==> src/rtl/cipher_pkg.sv <==
// Shared constants and sequencer state encoding for the Caesar-style decrypt path.
package cipher_pkg;

  localparam logic [7:0] ASCII_NUL = 8'h00;
  localparam logic [7:0] ASCII_0   = 8'd48;
  localparam logic [7:0] ASCII_9   = 8'd57;
  localparam logic [7:0] ASCII_A   = 8'd65;
  localparam logic [7:0] ASCII_Z   = 8'd90;
  localparam logic [7:0] ASCII_a   = 8'd97;
  localparam logic [7:0] ASCII_z   = 8'd122;

  localparam logic [7:0] DIGIT_MOD = 8'd10;
  localparam logic [7:0] ALPHA_MOD = 8'd26;

  typedef enum logic [1:0] {
    IDLE = 2'd0,
    LOAD = 2'd1,
    PROC = 2'd2,
    EMIT = 2'd3
  } seq_state_t;

endpackage

==> src/rtl/decrypt.sv <==
// Combinational single-character decrypt: shifts digits and letters backwards
// by the key, wrapping inside their own class; everything else passes through.
module decrypt
  import cipher_pkg::*;
(
  input  logic [7:0] ascii_in,
  input  logic [7:0] shift_value,
  output logic [7:0] ascii_out
);

  logic [7:0] d_shift, a_shift;

  assign d_shift = shift_value % DIGIT_MOD;
  assign a_shift = shift_value % ALPHA_MOD;

  // Adding the modulus before subtracting keeps every intermediate non-negative.
  always_comb begin
    ascii_out = ascii_in;
    if (ascii_in >= ASCII_0 && ascii_in <= ASCII_9)
      ascii_out = ASCII_0 + (ascii_in - ASCII_0 + DIGIT_MOD - d_shift) % DIGIT_MOD;
    else if (ascii_in >= ASCII_A && ascii_in <= ASCII_Z)
      ascii_out = ASCII_A + (ascii_in - ASCII_A + ALPHA_MOD - a_shift) % ALPHA_MOD;
    else if (ascii_in >= ASCII_a && ascii_in <= ASCII_z)
      ascii_out = ASCII_a + (ascii_in - ASCII_a + ALPHA_MOD - a_shift) % ALPHA_MOD;
  end

endmodule

==> src/rtl/msg_decrypt_sequencer.sv <==
// Buffers a NUL-terminated message, decrypts it in place one char per cycle,
// then streams the plaintext out over valid/ready with an end-of-message flag.
module msg_decrypt_sequencer
  import cipher_pkg::*;
#(
  parameter  int MAX_LEN = 16,
  localparam int LEN_W   = $clog2(MAX_LEN + 1)
) (
  input  logic             clk,
  input  logic             rst,
  input  logic [7:0]       key_in,
  input  logic             in_valid,
  output logic             in_ready,
  input  logic [7:0]       in_char,
  output logic             out_valid,
  input  logic             out_ready,
  output logic [7:0]       out_char,
  output logic             out_last,
  output logic             busy,
  output logic [LEN_W-1:0] msg_len
);

  localparam int              AW   = (MAX_LEN > 1) ? $clog2(MAX_LEN) : 1;
  localparam logic [LEN_W-1:0] FULL = LEN_W'(MAX_LEN);
  localparam logic [LEN_W-1:0] ONE  = LEN_W'(1);

  seq_state_t       state, state_nxt;
  logic [7:0]       msg_buf [MAX_LEN];
  logic [LEN_W-1:0] len_q, idx_q;
  logic [7:0]       key_q, cur_char, dec_char;
  logic             in_fire, out_fire, is_nul, idx_last;

  assign in_ready  = (state == IDLE) || (state == LOAD);
  assign in_fire   = in_valid && in_ready;
  assign is_nul    = (in_char == ASCII_NUL);
  assign idx_last  = (idx_q == len_q - ONE);
  assign cur_char  = msg_buf[idx_q[AW-1:0]];

  assign out_valid = (state == EMIT);
  assign out_fire  = out_valid && out_ready;
  assign out_char  = out_valid ? cur_char : 8'h00;
  assign out_last  = out_valid && idx_last;
  assign busy      = (state != IDLE);
  assign msg_len   = len_q;

  decrypt u_decrypt (
    .ascii_in   (cur_char),
    .shift_value(key_q),
    .ascii_out  (dec_char)
  );

  always_ff @(posedge clk or posedge rst) begin
    if (rst) state <= IDLE;
    else     state <= state_nxt;
  end

  always_comb begin
    state_nxt = state;
    case (state)
      IDLE: if (in_fire && !is_nul) state_nxt = LOAD;
      // A full buffer closes the message without waiting for a terminator.
      LOAD: if (in_fire && (is_nul || (len_q + ONE == FULL))) state_nxt = PROC;
      PROC: if (idx_last) state_nxt = EMIT;
      EMIT: if (out_fire && idx_last) state_nxt = IDLE;
      default: state_nxt = IDLE;
    endcase
  end

  // len_q doubles as the write pointer while loading.
  always_ff @(posedge clk or posedge rst) begin
    if (rst) begin
      key_q <= '0;
      len_q <= '0;
      idx_q <= '0;
    end else begin
      case (state)
        IDLE: if (in_fire) begin
          key_q <= key_in;
          len_q <= is_nul ? '0 : ONE;
          idx_q <= '0;
        end
        LOAD: if (in_fire && !is_nul) len_q <= len_q + ONE;
        PROC: idx_q <= idx_last ? '0 : idx_q + ONE;
        EMIT: if (out_fire) idx_q <= idx_last ? '0 : idx_q + ONE;
        default: ;
      endcase
    end
  end

  // Contents are don't-care after reset, so the array carries no reset.
  always_ff @(posedge clk) begin
    if (state == IDLE && in_fire && !is_nul)
      msg_buf[0] <= in_char;
    else if (state == LOAD && in_fire && !is_nul)
      msg_buf[len_q[AW-1:0]] <= in_char;
    else if (state == PROC)
      msg_buf[idx_q[AW-1:0]] <= dec_char;
  end

endmodule

==> config.mk <==
export PLATFORM = sky130hd
export DESIGN_NAME = msg_decrypt_sequencer
export DESIGN_NICKNAME = d
export VERILOG_FILES = /design/src/rtl/cipher_pkg.sv /design/src/rtl/decrypt.sv /design/src/rtl/msg_decrypt_sequencer.sv
export SDC_FILE = /design/constraint.sdc
export NUM_CORES = 1
export LEC_CHECK = 0
export BUFFER_PORTS_ARGS = -buffer_cell sky130_fd_sc_hd__buf_2
export CAP_MARGIN = 15
export CELL_PAD_IN_SITES_DETAIL_PLACEMENT = 0
export CELL_PAD_IN_SITES_GLOBAL_PLACEMENT = 1
export CORE_ASPECT_RATIO = 1.75
export CORE_MARGIN = 2
export CORE_UTILIZATION = 40
export DETAILED_ROUTE_END_ITERATION = 10
export PLACE_DENSITY_LB_ADDON = 0.1
export SETUP_SLACK_MARGIN = 0.3
export SKIP_LAST_GASP = 1
export SLEW_MARGIN = 10
export SYNTH_ARGS = -nofsm -noshare
export SYNTH_HDL_FRONTEND = slang
export SYNTH_SLANG_ARGS = --single-unit
==> constraint.sdc <==
create_clock -name clk -period 16.7 [get_ports clk]
set_clock_uncertainty 0.2 [all_clocks]
set_input_delay 1.67 -clock clk [delete_from_list [all_inputs] [get_ports clk]]
set_output_delay 1.67 -clock clk [all_outputs]
set_load 0.005 [all_outputs]
# ---- After elaboration in Yosys (flattened, before gate mapping)
# Memories as Yosys holds them, arrays and structs flattened.
# Index checks and enable logic that the tools add are counted.
dict set report totals {
  word_cells 102
  mem_bits_rw 128
  in_bits 20
  n_memories 1
  register_bits 20
  out_inout_bits 17
}
# memory depth word_bits read_ports rd_clocked_by_memory_dff wr line_no
set memory_table {}
lappend memory_table {msg_buf 16 8 1 0 1 msg_decrypt_sequencer.sv:28} ;# logic [7:0] msg_buf [MAX_LEN];
dict set report op_classes {
  n_div 5
  add_sub_neg 15
  n_eq_ne 12
  order_cmp 6
  mux 32
  n_reduce_logical 27
}
# op n
set op_table {}
lappend op_table {{$mux 8} 6}
lappend op_table {{$mux 5} 5}
lappend op_table {{$mod 8x5->8 const B} 3}
lappend op_table {{$sub 8x8->8} 3}
lappend op_table {{$add 7x8->8 const A} 2}
lappend op_table {{$add 8x5->8 const B} 2}
lappend op_table {{$ge 8x7->1 const B} 2}
lappend op_table {{$le 8x7->1 const B} 2}
lappend op_table {{$mod 8x4->8 const B} 2}
lappend op_table {{$reduce_or 8->1} 2}
lappend op_table {{$sub 8x7->8 const B} 2}
lappend op_table {{$pmux 5 s3} 1}
lappend op_table {{$logic_and 1x1->1} 13}
lappend op_table {{$mux 1} 12}
lappend op_table {{$add 5x1->5 const B} 2}
lappend op_table {{$ne 2x1->1 const B} 5}
lappend op_table {{$pmux 5 s2} 1}
lappend op_table {{$add 6x8->8 const A} 1}
lappend op_table {{$add 8x4->8 const B} 1}
lappend op_table {{$ge 8x6->1 const B} 1}
lappend op_table {{$le 8x6->1 const B} 1}
lappend op_table {{$logic_not 8->1} 1}
lappend op_table {{$mux 2} 4}
lappend op_table {{$mux 4} 2}
lappend op_table {{16 further kinds} 21}

# ---- Logic depth before layout (Yosys ltp)
# Gate-level depths: netlist of the first run.
dict set report depth {
  depth_word 11
  ltp_mapped 35
  ltp_nobuf 31
}

# ---- Hierarchy
# Synthesis of the first run repeated with hierarchy kept, for this count alone.
dict set report unflattened {
  hier_cells 1171
  area_unflattened_um2 11484.8
}
# mod n_inst seq_area_each_um2 cells_each area_each_um2
set by_module_without_submodules {}
lappend by_module_without_submodules {msg_decrypt_sequencer 1 4344.2 401 6543.8}
lappend by_module_without_submodules {decrypt 1 0.0 770 4941.0}

# ---- Worst setup path after synthesis of the first run
# OpenSTA, ideal clock, no wires.
dict set report synth_timing {
  path_type {register to register}
  start {register idx_q[0]}
  end {memory msg_buf[0][2] (data pin)}
  setup_slack_ns 9.204
  path_buffers 3
  required_ns 16.170
  setup_time_ns 0.330
  path_stages_with_launch 28
  arrival_time_ns 6.966
  period_less_slack_ns 7.496
  cell_sequence {dfrtp_1 -> buf_2 -> buf_1 -> mux4_2 -> mux4_2 -> inv_1 -> ha_1 -> inv_1 -> ha_1 -> fa_1 -> a21o_1 -> a21o_1 -> a2111oi_0 -> a311oi_1 -> xnor2_1 -> and3_1 -> clkbuf_1 -> nor2_2 -> nand3_1 -> a41oi_1 -> o21bai_1 -> inv_1 -> ha_1 -> a21oi_1 -> a21oi_1 -> xor2_1 -> o211ai_1 -> o21ai_0}
}
dict set report synth_via {
  elab_chain_len 10
  elab_cells_between_ends 29
  cone_classes {add/sub (12); div (3); order compare (6); mux (4); reduce/logical (3); memory (1)}
}
# element line_no
set synth_lines {}
lappend synth_lines {{start: declaration} msg_decrypt_sequencer.sv:29} ;# logic [LEN_W-1:0] len_q, idx_q;
lappend synth_lines {{start signal: assignment} msg_decrypt_sequencer.sv:83} ;# PROC: idx_q <= idx_last ? '0 : idx_q + ONE;
lappend synth_lines {{start signal: assignment} msg_decrypt_sequencer.sv:84} ;# EMIT: if (out_fire) idx_q <= idx_last ? '0 : idx_q + ONE;
lappend synth_lines {{$mem_v2 16x8 (*)} -}
lappend synth_lines {{$sub 8x7->8} decrypt.sv:24} ;# ascii_out = ASCII_a + (ascii_in - ASCII_a + ALPHA_MOD - a_shift) % ALPHA_MOD;
lappend synth_lines {{$add 8x5->8} decrypt.sv:24}
lappend synth_lines {{$sub 8x8->8} decrypt.sv:24}
lappend synth_lines {{$mod 8x5->8} decrypt.sv:24}
lappend synth_lines {{$add 7x8->8} decrypt.sv:24}
lappend synth_lines {{$mux 8} decrypt.sv:23} ;# else if (ascii_in >= ASCII_a && ascii_in <= ASCII_z)
lappend synth_lines {{$mux 8} decrypt.sv:21} ;# else if (ascii_in >= ASCII_A && ascii_in <= ASCII_Z)
lappend synth_lines {{$mux 8 (*)} decrypt.sv:19} ;# if (ascii_in >= ASCII_0 && ascii_in <= ASCII_9)
lappend synth_lines {{$mux 8 (no line) (*)} -}
lappend synth_lines {{end: declaration} msg_decrypt_sequencer.sv:28}
# Every way passes the cells marked *; elsewhere a longest branch is shown, timed or not.

# ---- Final worst setup path of the first run
dict set report layout_timing {
  start {register key_q[2]}
  end {memory msg_buf[0][7] (data pin)}
}
dict set report layout_via {
  elab_chain_len 8
  elab_cells_between_ends 15
  cone_classes {add/sub (6); div (5); mux (4)}
}
# element line_no
set layout_lines {}
lappend layout_lines {{start: declaration} msg_decrypt_sequencer.sv:30} ;# logic [7:0] key_q, cur_char, dec_char;
lappend layout_lines {{start signal: assignment} msg_decrypt_sequencer.sv:78} ;# key_q <= key_in;
lappend layout_lines {{$mod 8x5->8} decrypt.sv:14} ;# assign a_shift = shift_value % ALPHA_MOD;
lappend layout_lines {{$sub 8x8->8} decrypt.sv:24}
lappend layout_lines {{$mod 8x5->8} decrypt.sv:24}
lappend layout_lines {{$add 7x8->8} decrypt.sv:24}
lappend layout_lines {{$mux 8} decrypt.sv:23}
lappend layout_lines {{$mux 8} decrypt.sv:21}
lappend layout_lines {{$mux 8 (*)} decrypt.sv:19}
lappend layout_lines {{$mux 8 (no line) (*)} -}
# Marks and branches as above.

==> results by group, run 1 <==
Synth
  – Top cells by count, synth: edfxtp_1 (128), nor2_1 (89), nand2_1 (79)
  – Syn avg cell area: 10.4 µm²
  – Synth unique cells: 92
  – Cells after Synth: 1003
  – Ys Warns: 0
  – Post-synth EDFFs: 128
  – Synth top area share: 36.7%
  – Flops & latches, synth: 148
  – Fraction of registers with async set/reset: 13.5%
  – Most common cell in the netlist: edfxtp_1
  – Synth Cell Area: 10500 µm²
  – Top FF cell, synth: edfxtp_1
  – Post-synthesis sequential area ratio: 41.5%
  – Synth area leader: edfxtp_1
  – Leading post-synthesis cells by cell area: edfxtp_1 (37%), mux4_2 (8.4%), ha_1 (5.6%)

Routing
  – Vias/cell: 5.98
  – Routed length on met2: 16.2 mm
  – Vias: 8132
  – Met3 wire len: 826 µm
  – DRT Pass-1 Iters: 5
  – Antenna viol nets, final: 0
  – DRC viols: 0
  – DR iter-0 viols: 512
  – Top sig layer: met4
  – Wl on met1: 11.2 mm
  – Wirelength per Cell: 21.6 µm
  – Final wirelength: 29.4 mm

Worst setup path
  – Worst Path Max Fanout: 29
  – Worst reg2reg setup slack: 7.79 ns
  – Worst path required time: 16.58 ns
  – Critical-path top delay cell: dfrtp_1
  – Worst Path Arrival: 8.79 ns
  – Setup crit end kind: flop
  – Worst stage delay on the critical path: 0.96 ns
  – Worst Path Class, Setup: flop to flop
  – FF-to-FF path depth: 30
  – Crit start category: flop

CTS
  – Clk slew on worst S/H paths: 0.06 ns
  – CTS resizes: 0
  – Clock root buffer: clkbuf_16
  – # Post-CTS Setup Buffers: 0
  – Clk_lat worst skew: 0.44 ns
  – CTS Buf Count: 17
  – Clock buffer depth: 2
  – Hold buffers post-CTS: 0
  – CTS tree: yes
  – Clk sinks: 148
  – H-Tree Depth: 4

STA
  – Final period util: 53.4%
  – RSZ-0062 raised after global routing: no
  – Tightest Pin Transition: 1.10 ns
  – Fin crit period: 8.91 ns
  – Setup violators final: 0
  – Slew Viols, Final: 0
  – Final Hold Viols: 0
  – Setup tns final: 0 ns
  – Slew headroom: 26.2%
  – F_max: 0.112 GHz

Floorplanning
  – Die width: 126 µm
  – # rows: 78
  – Ports: 37
  – Die area: 27500 µm²
  – Core area: 25900 µm²
  – Chip Height: 218 µm
  – Initial core utilization: 40.5%

Placed design
  – IO Port Bufs: 36
  – Post-DP HPWL: 21.3 mm
  – Final Wtd Congestion: 0.845

GRT
  – Global-route wire length before repair: 45.6 mm
  – Largest net degree at the start of global routing: 39
  – GRT Total Usage: 21.6%
  – Vias in the first global route: 7924
  – GRT overflow: 0
  – Initial antenna violation count: 0

Finish
  – Share of layout cells above drive strength 1: 16.4%
  – Final Net Count: 1097
  – Area grow syn2layout: 10.6%
  – FILL cells: 2427
  – Diodes inserted: 0

Job
  – Max cap viols: 0

Min path
  – Hold crit path type: flop to flop
  – Hold Path Stages: 1

Outcome
  – Status: finished, final reports clean
-- cell type report --
type	count	area (µm²)	share of cell area [%]
timing repair buffer	57	338	2.92
multi-input combinational	744	5670	49.0
clock buffer	19	433	3.74
inverter	60	225	1.95
tap	320	400	3.46
sequential	148	4350	37.6
clock inverter	12	155	1.34
-- cells in the final DEF, fill, tap and decap left out, types with 5 or more instances in the layout --
master and instances:
a211oi_1 7, nor2_1 89, xor2_1 17, buf_2 36, nand2b_1 11, mux4_2 39, a21o_1 15, xnor2_1 33
a31oi_1 10, buf_4 21, ha_1 47, or2_2 6, edfxtp_1 128, o31ai_1 9, dfrtp_1 19, o31a_1 7
and2_1 16, nand3_1 33, inv_1 55, o211ai_1 14, clkbuf_16 17, mux2i_1 10, a221oi_1 8, nand2_1 79
o21ai_0 51, nor4_1 5, nor3_1 20, or3_1 6, o22ai_1 11, mux2_2 12, nand4_1 6, conb_1 8
nor2b_1 9, a21oi_1 60
-- metal layers --
metal	GRT usage [%]	vias up
met5	0	-
met4	9.82	0
met3	2.50	65
met2	40.6	178
met1	24.1	4053
li1	-	3836
-- sequential cells by signal (all words and copies together) (netlist names) --
signal / count
idx_q: 5
msg_len: 5
msg_buf: 128
key_q: 8
state: 2
-- per-stage QoR --
stage               utilization (%)  instances  hold WS (ns)  instance area, µm²  setup WS [ns]
finish                         44.7       1360         0.310               11600           7.79
floorplan                         -       1009         0.265               10500           9.20
CTS                            44.7       1358         0.317               11500           7.76
global route                   44.7       1360         0.340               11600           6.92
detailed placement             42.4       1327         0.302               11000           7.82
global placement               42.4       1327         0.297               11000           7.86
-- cells by family after synthesis --
logic type,after synthesis,share of synthesized area [%]
AOI/OAI and AO/OA,268,18.0
xor gates and xnor gates,54,4.91
adders and majority gates,50,6.10
buffers and inverters,117,4.63
DFF,148,41.5
muxes,62,10.8
other,2,0.0718
and+or+nand+nor,302,14.0
-- path summary, 6_finish.rpt --
kind	from	endpoint
hold / removal	key_q[4]$_DFFE_PP0P_	key_q[4]$_DFFE_PP0P_
setup / recovery	key_q[2]$_DFFE_PP0P_	msg_buf[0][7]$_DFFE_PP_
max in group asynchronous	rst	idx_q[0]$_DFFE_PP0P_
min in group asynchronous	rst	msg_len[3]$_DFFE_PP0P_
hold reg to reg	key_q[4]$_DFFE_PP0P_	key_q[4]$_DFFE_PP0P_
setup reg to reg	key_q[2]$_DFFE_PP0P_	msg_buf[0][7]$_DFFE_PP_
-- worst max-delay path: cells and delay by family (launching register included) --
kind,cells,cell delay [ns]
AND/OR/NAND/NOR,5,1.22
buffers and inverters,3,0.25
AO/OA/AOI/OAI,14,4.00
flip-flops,1,0.96
adder cells (fa/ha/maj),4,1.14
multiplexers,2,0.35
XOR/XNOR,2,0.41
Power of run 1 is left out: the tool's default activity adds up to more than one toggle a clock period on the data nets, which glitch-free logic cannot reach.
==> run 2, diff against run 1 <==
Clock period 16.7 ns to 7.6 ns, I/O delays scaled along.
==> results by group, run 2 (synthesized netlist as in run 1, its figures left out) <==
Outcome
  – Status: finished, final reports clean

Worst setup path
  – Worst Path Max Fanout: 8 (-72%)
  – Worst Path Class, Setup: flop to flop
  – Worst path required time: 7.58 ns (-9.00 ns)
  – Origin of the critical flop-to-flop path: key_q[6]$_DFFE_PP0P_
  – Worst reg2reg setup slack: 0.57 ns (-7.22 ns)
  – Critical-path top delay cell: dfrtp_2
  – Crit Reg-Reg Endpoint: msg_buf[12][7]$_DFFE_PP_
  – Crit path capture: msg_buf[12][7]$_DFFE_PP_
  – FF-to-FF path depth: 31 (+3.3%)
  – Crit start category: flop
  – Worst stage delay on the critical path: 0.44 ns (-0.52 ns)
  – Setup crit end kind: flop
  – Worst Path Arrival: 7.01 ns (-1.78 ns)
  – Worst Setup SP: key_q[6]$_DFFE_PP0P_

GRT
  – Global-route wire length before repair: 46.9 mm (+2.9%)
  – Largest net degree at the start of global routing: 25 (-36%)
  – Vias in the first global route: 8518 (+7.5%)
  – Initial antenna violation count: 0 (unchanged)
  – GRT Total Usage: 22.1% (+0.43 points)
  – GRT overflow: 0 (unchanged)

Min path
  – Hold crit path type: primary input to async pin

CTS
  – CTS Buf Count: 17 (unchanged)
  – Clk sinks: 148 (unchanged)
  – H-Tree Depth: 4 (unchanged)
  – Hold buffers post-CTS: 0 (unchanged)
  – Clock buffer depth: 2 (unchanged)
  – CTS tree: yes
  – Clk slew on worst S/H paths: 0.07 ns (about the same)
  – Clk_lat worst skew: 0.44 ns (about the same)
  – Clock root buffer: clkbuf_16

Finish
  – Fin util: 49.0% (+4.3 points)
  – Share of layout cells above drive strength 1: 28.5% (+12 points)
  – Biggest register: msg_buf
  – Flip-flop and latch area: 4350 µm² (+0.17%)
  – Final Non-Filler Cells: 1460 (+7.4%)
  – FILL cells: 2382 (-1.9%)
  – Area grow syn2layout: 21.1%
  – Most frequent cells in the layout: edfxtp_1 (128), buf_4 (107), nor2_1 (88)
  – Multi-input logic area: 5970 µm² (+5.2%)
  – Final Net Count: 1196 (+9.0%)
  – Max FFs per register: 128 (unchanged)
  – Diodes inserted: 0 (unchanged)
  – Most common cell after layout, fill and taps aside: edfxtp_1
  – Largest regs: msg_buf (128), key_q (8)

Floorplanning
  – Die area: 27500 µm² (unchanged)
  – Ports: 37 (unchanged)
  – # rows: 78 (unchanged)
  – Initial core utilization: 40.5% (unchanged)
  – Core area: 25900 µm² (unchanged)
  – Die width: 126 µm (unchanged)
  – Chip Height: 218 µm (unchanged)

STA
  – Slew headroom: 26.3% (+0.034 points)
  – Fin crit period: 7.03 ns (-1.88 ns)
  – RSZ-0062 raised after global routing: no
  – Tightest Pin Transition: 1.11 ns (+0.00356 ns)
  – Final worst setup slack: 0.568 ns (-7.22 ns)
  – Setup tns final: 0 ns (unchanged)
  – Slew Viols, Final: 0 (unchanged)
  – Final Hold Viols: 0 (unchanged)
  – Setup violators final: 0 (unchanged)
  – F_max: 0.142 GHz (+27%)
  – Final period util: 92.5% (+39 points)

Routing
  – Vias: 8459 (+4.0%)
  – DRT Pass-1 Iters: 7 (+2)
  – Final wirelength: 30.4 mm (+3.5%)
  – DR iter-0 viols: 433 (-15%)
  – Wirelength per Cell: 20.8 µm (-3.6%)
  – Antenna viol nets, final: 0 (unchanged)
  – Vias/cell: 5.79 (-3.1%)
  – DRC viols: 0 (unchanged)

Placed design
  – Pre-CTS setup slack: 0.186 ns (-7.64 ns)
  – Final Wtd Congestion: 0.858 (+1.5%)
  – Post-DP HPWL: 22.8 mm (+6.9%)
  – # placed instances: 1390 (+4.7%)
  – IO Port Bufs: 36 (unchanged)

Job
  – Max cap viols: 0 (unchanged)
-- run 2: worst min path at each step --
stage	start	to	cells past startpoint	slack (ns)
global placement	idx_q[4]$_DFFE_PP0P_	idx_q[4]$_DFFE_PP0P_	1	0.31
floorplan	idx_q[4]$_DFFE_PP0P_	idx_q[4]$_DFFE_PP0P_	1	0.27
finish	rst	key_q[1]$_DFFE_PP0P_	2	0.27
CTS	rst	msg_len[3]$_DFFE_PP0P_	2	0.28
global route	rst	key_q[1]$_DFFE_PP0P_	2	0.34
detailed placement	idx_q[4]$_DFFE_PP0P_	idx_q[4]$_DFFE_PP0P_	1	0.31
-- run 2: area by class of cell --
cell class | count | share of cell area [%]
Multi-Input combinational cell | 745 | 47.1
Timing Repair Buffer | 155 | 9.32
Inverter | 60 | 1.78
Tap cell | 320 | 3.16
Sequential cell | 148 | 34.3
Clock inverter | 14 | 0.938
Clock buffer | 18 | 3.39
-- run 2: per-stage QoR --
step | hold slack, ns | instance area [µm²]
floorplan | 0.265 | 10500
global placement | 0.311 | 11500
detailed placement | 0.315 | 11500
CTS | 0.280 | 12200
global route | 0.337 | 12700
finish | 0.271 | 12700
-- run 2: per-layer routing --
metal | vias to the layer above | share of wire (%) | GRT usage (%)
met3 | 38 | 1.8 | 2.82
li1 | 4052 | - | -
met2 | 126 | 59 | 44.8
met4 | 0 | 2.1 | 6.45
met5 | - | 0 | 0
met1 | 4243 | 38 | 23.0
-- run 2: critical path: cells and delay by family, from the launching register on --
| kind | cells | cell delay [ns] |
|---|---|---|
| AOI/OAI and AO/OA | 14 | 2.98 |
| xor gates and xnor gates | 2 | 0.27 |
| adders and majority gates | 3 | 0.81 |
| buffers and inverters | 6 | 0.91 |
| DFF | 1 | 0.44 |
| and+or+nand+nor | 6 | 1.18 |
-- run 2: repair_timing --
action,in CTS,in global routing
setup buffers,8,24
setup endpoints to repair,80,112
pin swaps,4,38
resized for setup,20,68
cloned,2,4
Power of run 2 is left out for the same reason.
==> run 3, diff against run 2 <==
==> constraint.sdc (replaced) <==
create_clock -name clk -period 7.6 [get_ports clk]
set_clock_uncertainty 0.2 [all_clocks]
set_input_delay 0.76 -clock clk [delete_from_list [all_inputs] [get_ports clk]]
set_output_delay 0.76 -clock clk [all_outputs]
set_load 0.1 [all_outputs]
==> results by group, run 3 (synthesized netlist as in run 1, its figures left out) <==
GRT
  – GRT Total Usage: 22.0% (-0.072 points)
  – Largest net degree at the start of global routing: 25 (unchanged)
  – Global-route wire length before repair: 46.8 mm (-0.23%)
  – Initial antenna violation count: 0 (unchanged)
  – Vias in the first global route: 8491 (-0.32%)
  – GRT overflow: 0 (unchanged)

Worst setup path
  – FF-to-FF path depth: 32 (+3.2%)
  – Worst Path Class, Setup: flop to flop
  – Critical-path top delay cell: dfrtp_2
  – Crit start category: flop
  – Top cell by count, worst path: buf_4
  – Worst Path Max Fanout: 8 (unchanged)
  – Crit path capture: msg_buf[3][6]$_DFFE_PP_
  – Worst Path Arrival: 7.11 ns (+0.10 ns)
  – Worst Setup SP: key_q[6]$_DFFE_PP0P_
  – Worst stage delay on the critical path: 0.44 ns (about the same)
  – Worst path required time: 7.58 ns (about the same)
  – Worst reg2reg setup slack: 0.46 ns (-0.10 ns)
  – Setup crit end kind: flop
  – Crit Reg-Reg Endpoint: msg_buf[3][6]$_DFFE_PP_
  – Origin of the critical flop-to-flop path: key_q[6]$_DFFE_PP0P_

Job
  – Max cap viols: 0 (unchanged)

Finish
  – Final Net Count: 1183 (-1.1%)
  – Most common cell after layout, fill and taps aside: edfxtp_1
  – Share of layout cells above drive strength 1: 27.1% (-1.4 points)
  – Design area: 12500 µm² (-1.1%)
  – Diodes inserted: 0 (unchanged)
  – Biggest register: msg_buf
  – Max FFs per register: 128 (unchanged)
  – Largest regs: msg_buf (128), key_q (8)
  – Area grow syn2layout: 19.8%
  – Most frequent cells in the layout: edfxtp_1 (128), buf_4 (94), nor2_1 (88)

Routing
  – DR iter-0 viols: 498 (+15%)
  – DRC viols: 0 (unchanged)
  – DRT Pass-1 Iters: 7 (unchanged)
  – Vias: 8373 (-1.0%)
  – Final wirelength: 30.0 mm (-1.4%)
  – Antenna viol nets, final: 0 (unchanged)
  – Wirelength per Cell: 20.7 µm (-0.49%)
  – Vias/cell: 5.79 (-0.13%)

Placed design
  – IO Port Bufs: 36 (unchanged)
  – Post-DP HPWL: 22.8 mm (about the same)
  – Placed inst area: 11500 µm² (unchanged)
  – Final Wtd Congestion: 0.856 (-0.19%)

STA
  – Fin crit period: 7.14 ns (+0.104 ns)
  – Final period util: 93.9% (+1.4 points)
  – Setup tns final: 0 ns (unchanged)
  – Slew Viols, Final: 0 (unchanged)
  – Tightest Pin Transition: 1.12 ns (+0.0141 ns)
  – Slew headroom: 25.0% (-1.2 points)
  – RSZ-0062 raised after global routing: yes
  – F_max: 0.140 GHz (-1.5%)
  – Final Hold Viols: 0 (unchanged)
  – Setup violators final: 0 (unchanged)

Floorplanning
  – Chip Height: 218 µm (unchanged)
  – Ports: 37 (unchanged)
  – Die width: 126 µm (unchanged)
  – # rows: 78 (unchanged)
  – Die area: 27500 µm² (unchanged)
  – Core area: 25900 µm² (unchanged)
  – Initial core utilization: 40.5% (unchanged)

CTS
  – Clk sinks: 148 (unchanged)
  – Clock root buffer: clkbuf_16
  – H-Tree Depth: 4 (unchanged)
  – Clk slew on worst S/H paths: 0.07 ns (about the same)
  – CTS tree: yes
  – Clock buffer depth: 2 (unchanged)
  – CTS Buf Count: 17 (unchanged)
  – Clk_lat worst skew: 0.44 ns (about the same)

Outcome
  – Status: finished, final reports clean

Min path
  – Hold crit path type: primary input to async pin
==> run 3: cell count changes in the layout (fill, tap and decap cells not counted), sizes merged <==
cell	previous run	this run
clkinv	4	6
inv	65	64
bufinv	0	1
clkinvlp	5	3
buf	153	140
==> run 3: worst min path at each step <==
stage               cells past startpoint            startpoint  slack [ns]                   end
finish                                  2                   rst        0.26  key_q[5]$_DFFE_PP0P_
global route                            2                   rst        0.34  key_q[7]$_DFFE_PP0P_
CTS                                     2                   rst        0.28  key_q[7]$_DFFE_PP0P_
detailed placement                      1  idx_q[4]$_DFFE_PP0P_        0.32  idx_q[4]$_DFFE_PP0P_
global placement                        1  idx_q[4]$_DFFE_PP0P_        0.31  idx_q[4]$_DFFE_PP0P_
floorplan                               1  idx_q[4]$_DFFE_PP0P_        0.27  idx_q[4]$_DFFE_PP0P_
==> run 3: area by class of cell <==
class                           count  area (µm²)
Clock inverter                     14         144
Sequential cell                   148        4350
Fill cell                        2388       13300
Timing Repair Buffer              142        1080
Clock buffer                       18         429
Tap cell                          320         400
Inverter                           60         225
Multi-Input combinational cell    745        5900
==> run 3: repair_timing <==
item | CTS | global route
endpoints found under the hold margin | 0 | 0
endpoints found under the setup margin | 80 | 112
hold buffers | 0 | 0
gates resized for setup | 14 | 61
setup buffers | 5 | 14
pin swaps | 6 | 24
cloned | 1 | 5
==> run 3: per-stage QoR <==
step	worst slack, ns	hold slack (ns)	cells	util [%]
finish	0.464	0.261	1447	48.5
global route	0.0912	0.337	1447	48.5
CTS	0.288	0.283	1428	47.0
detailed placement	0.207	0.317	1390	44.4
global placement	0.247	0.311	1390	44.4
floorplan	0.308	0.265	1009	-
==> run 3: critical path, delay by kind of cell (launching register included) <==
kind | cells | cell delay, ns
buffers and inverters | 6 | 0.84
AOI/OAI and AO/OA | 14 | 2.90
DFF | 1 | 0.44
and+or+nand+nor | 5 | 1.12
xor gates and xnor gates | 2 | 0.28
muxes | 1 | 0.13
adders and majority gates | 4 | 0.99
==> run 3: metal layers <==
layer / track usage [%] / share of wire, %
met5: 0 / 0
met4: 7.84 / 2.6
met3: 2.60 / 2.4
met2: 44.0 / 58
met1: 23.0 / 37
Power of run 3 is left out for the same reason.
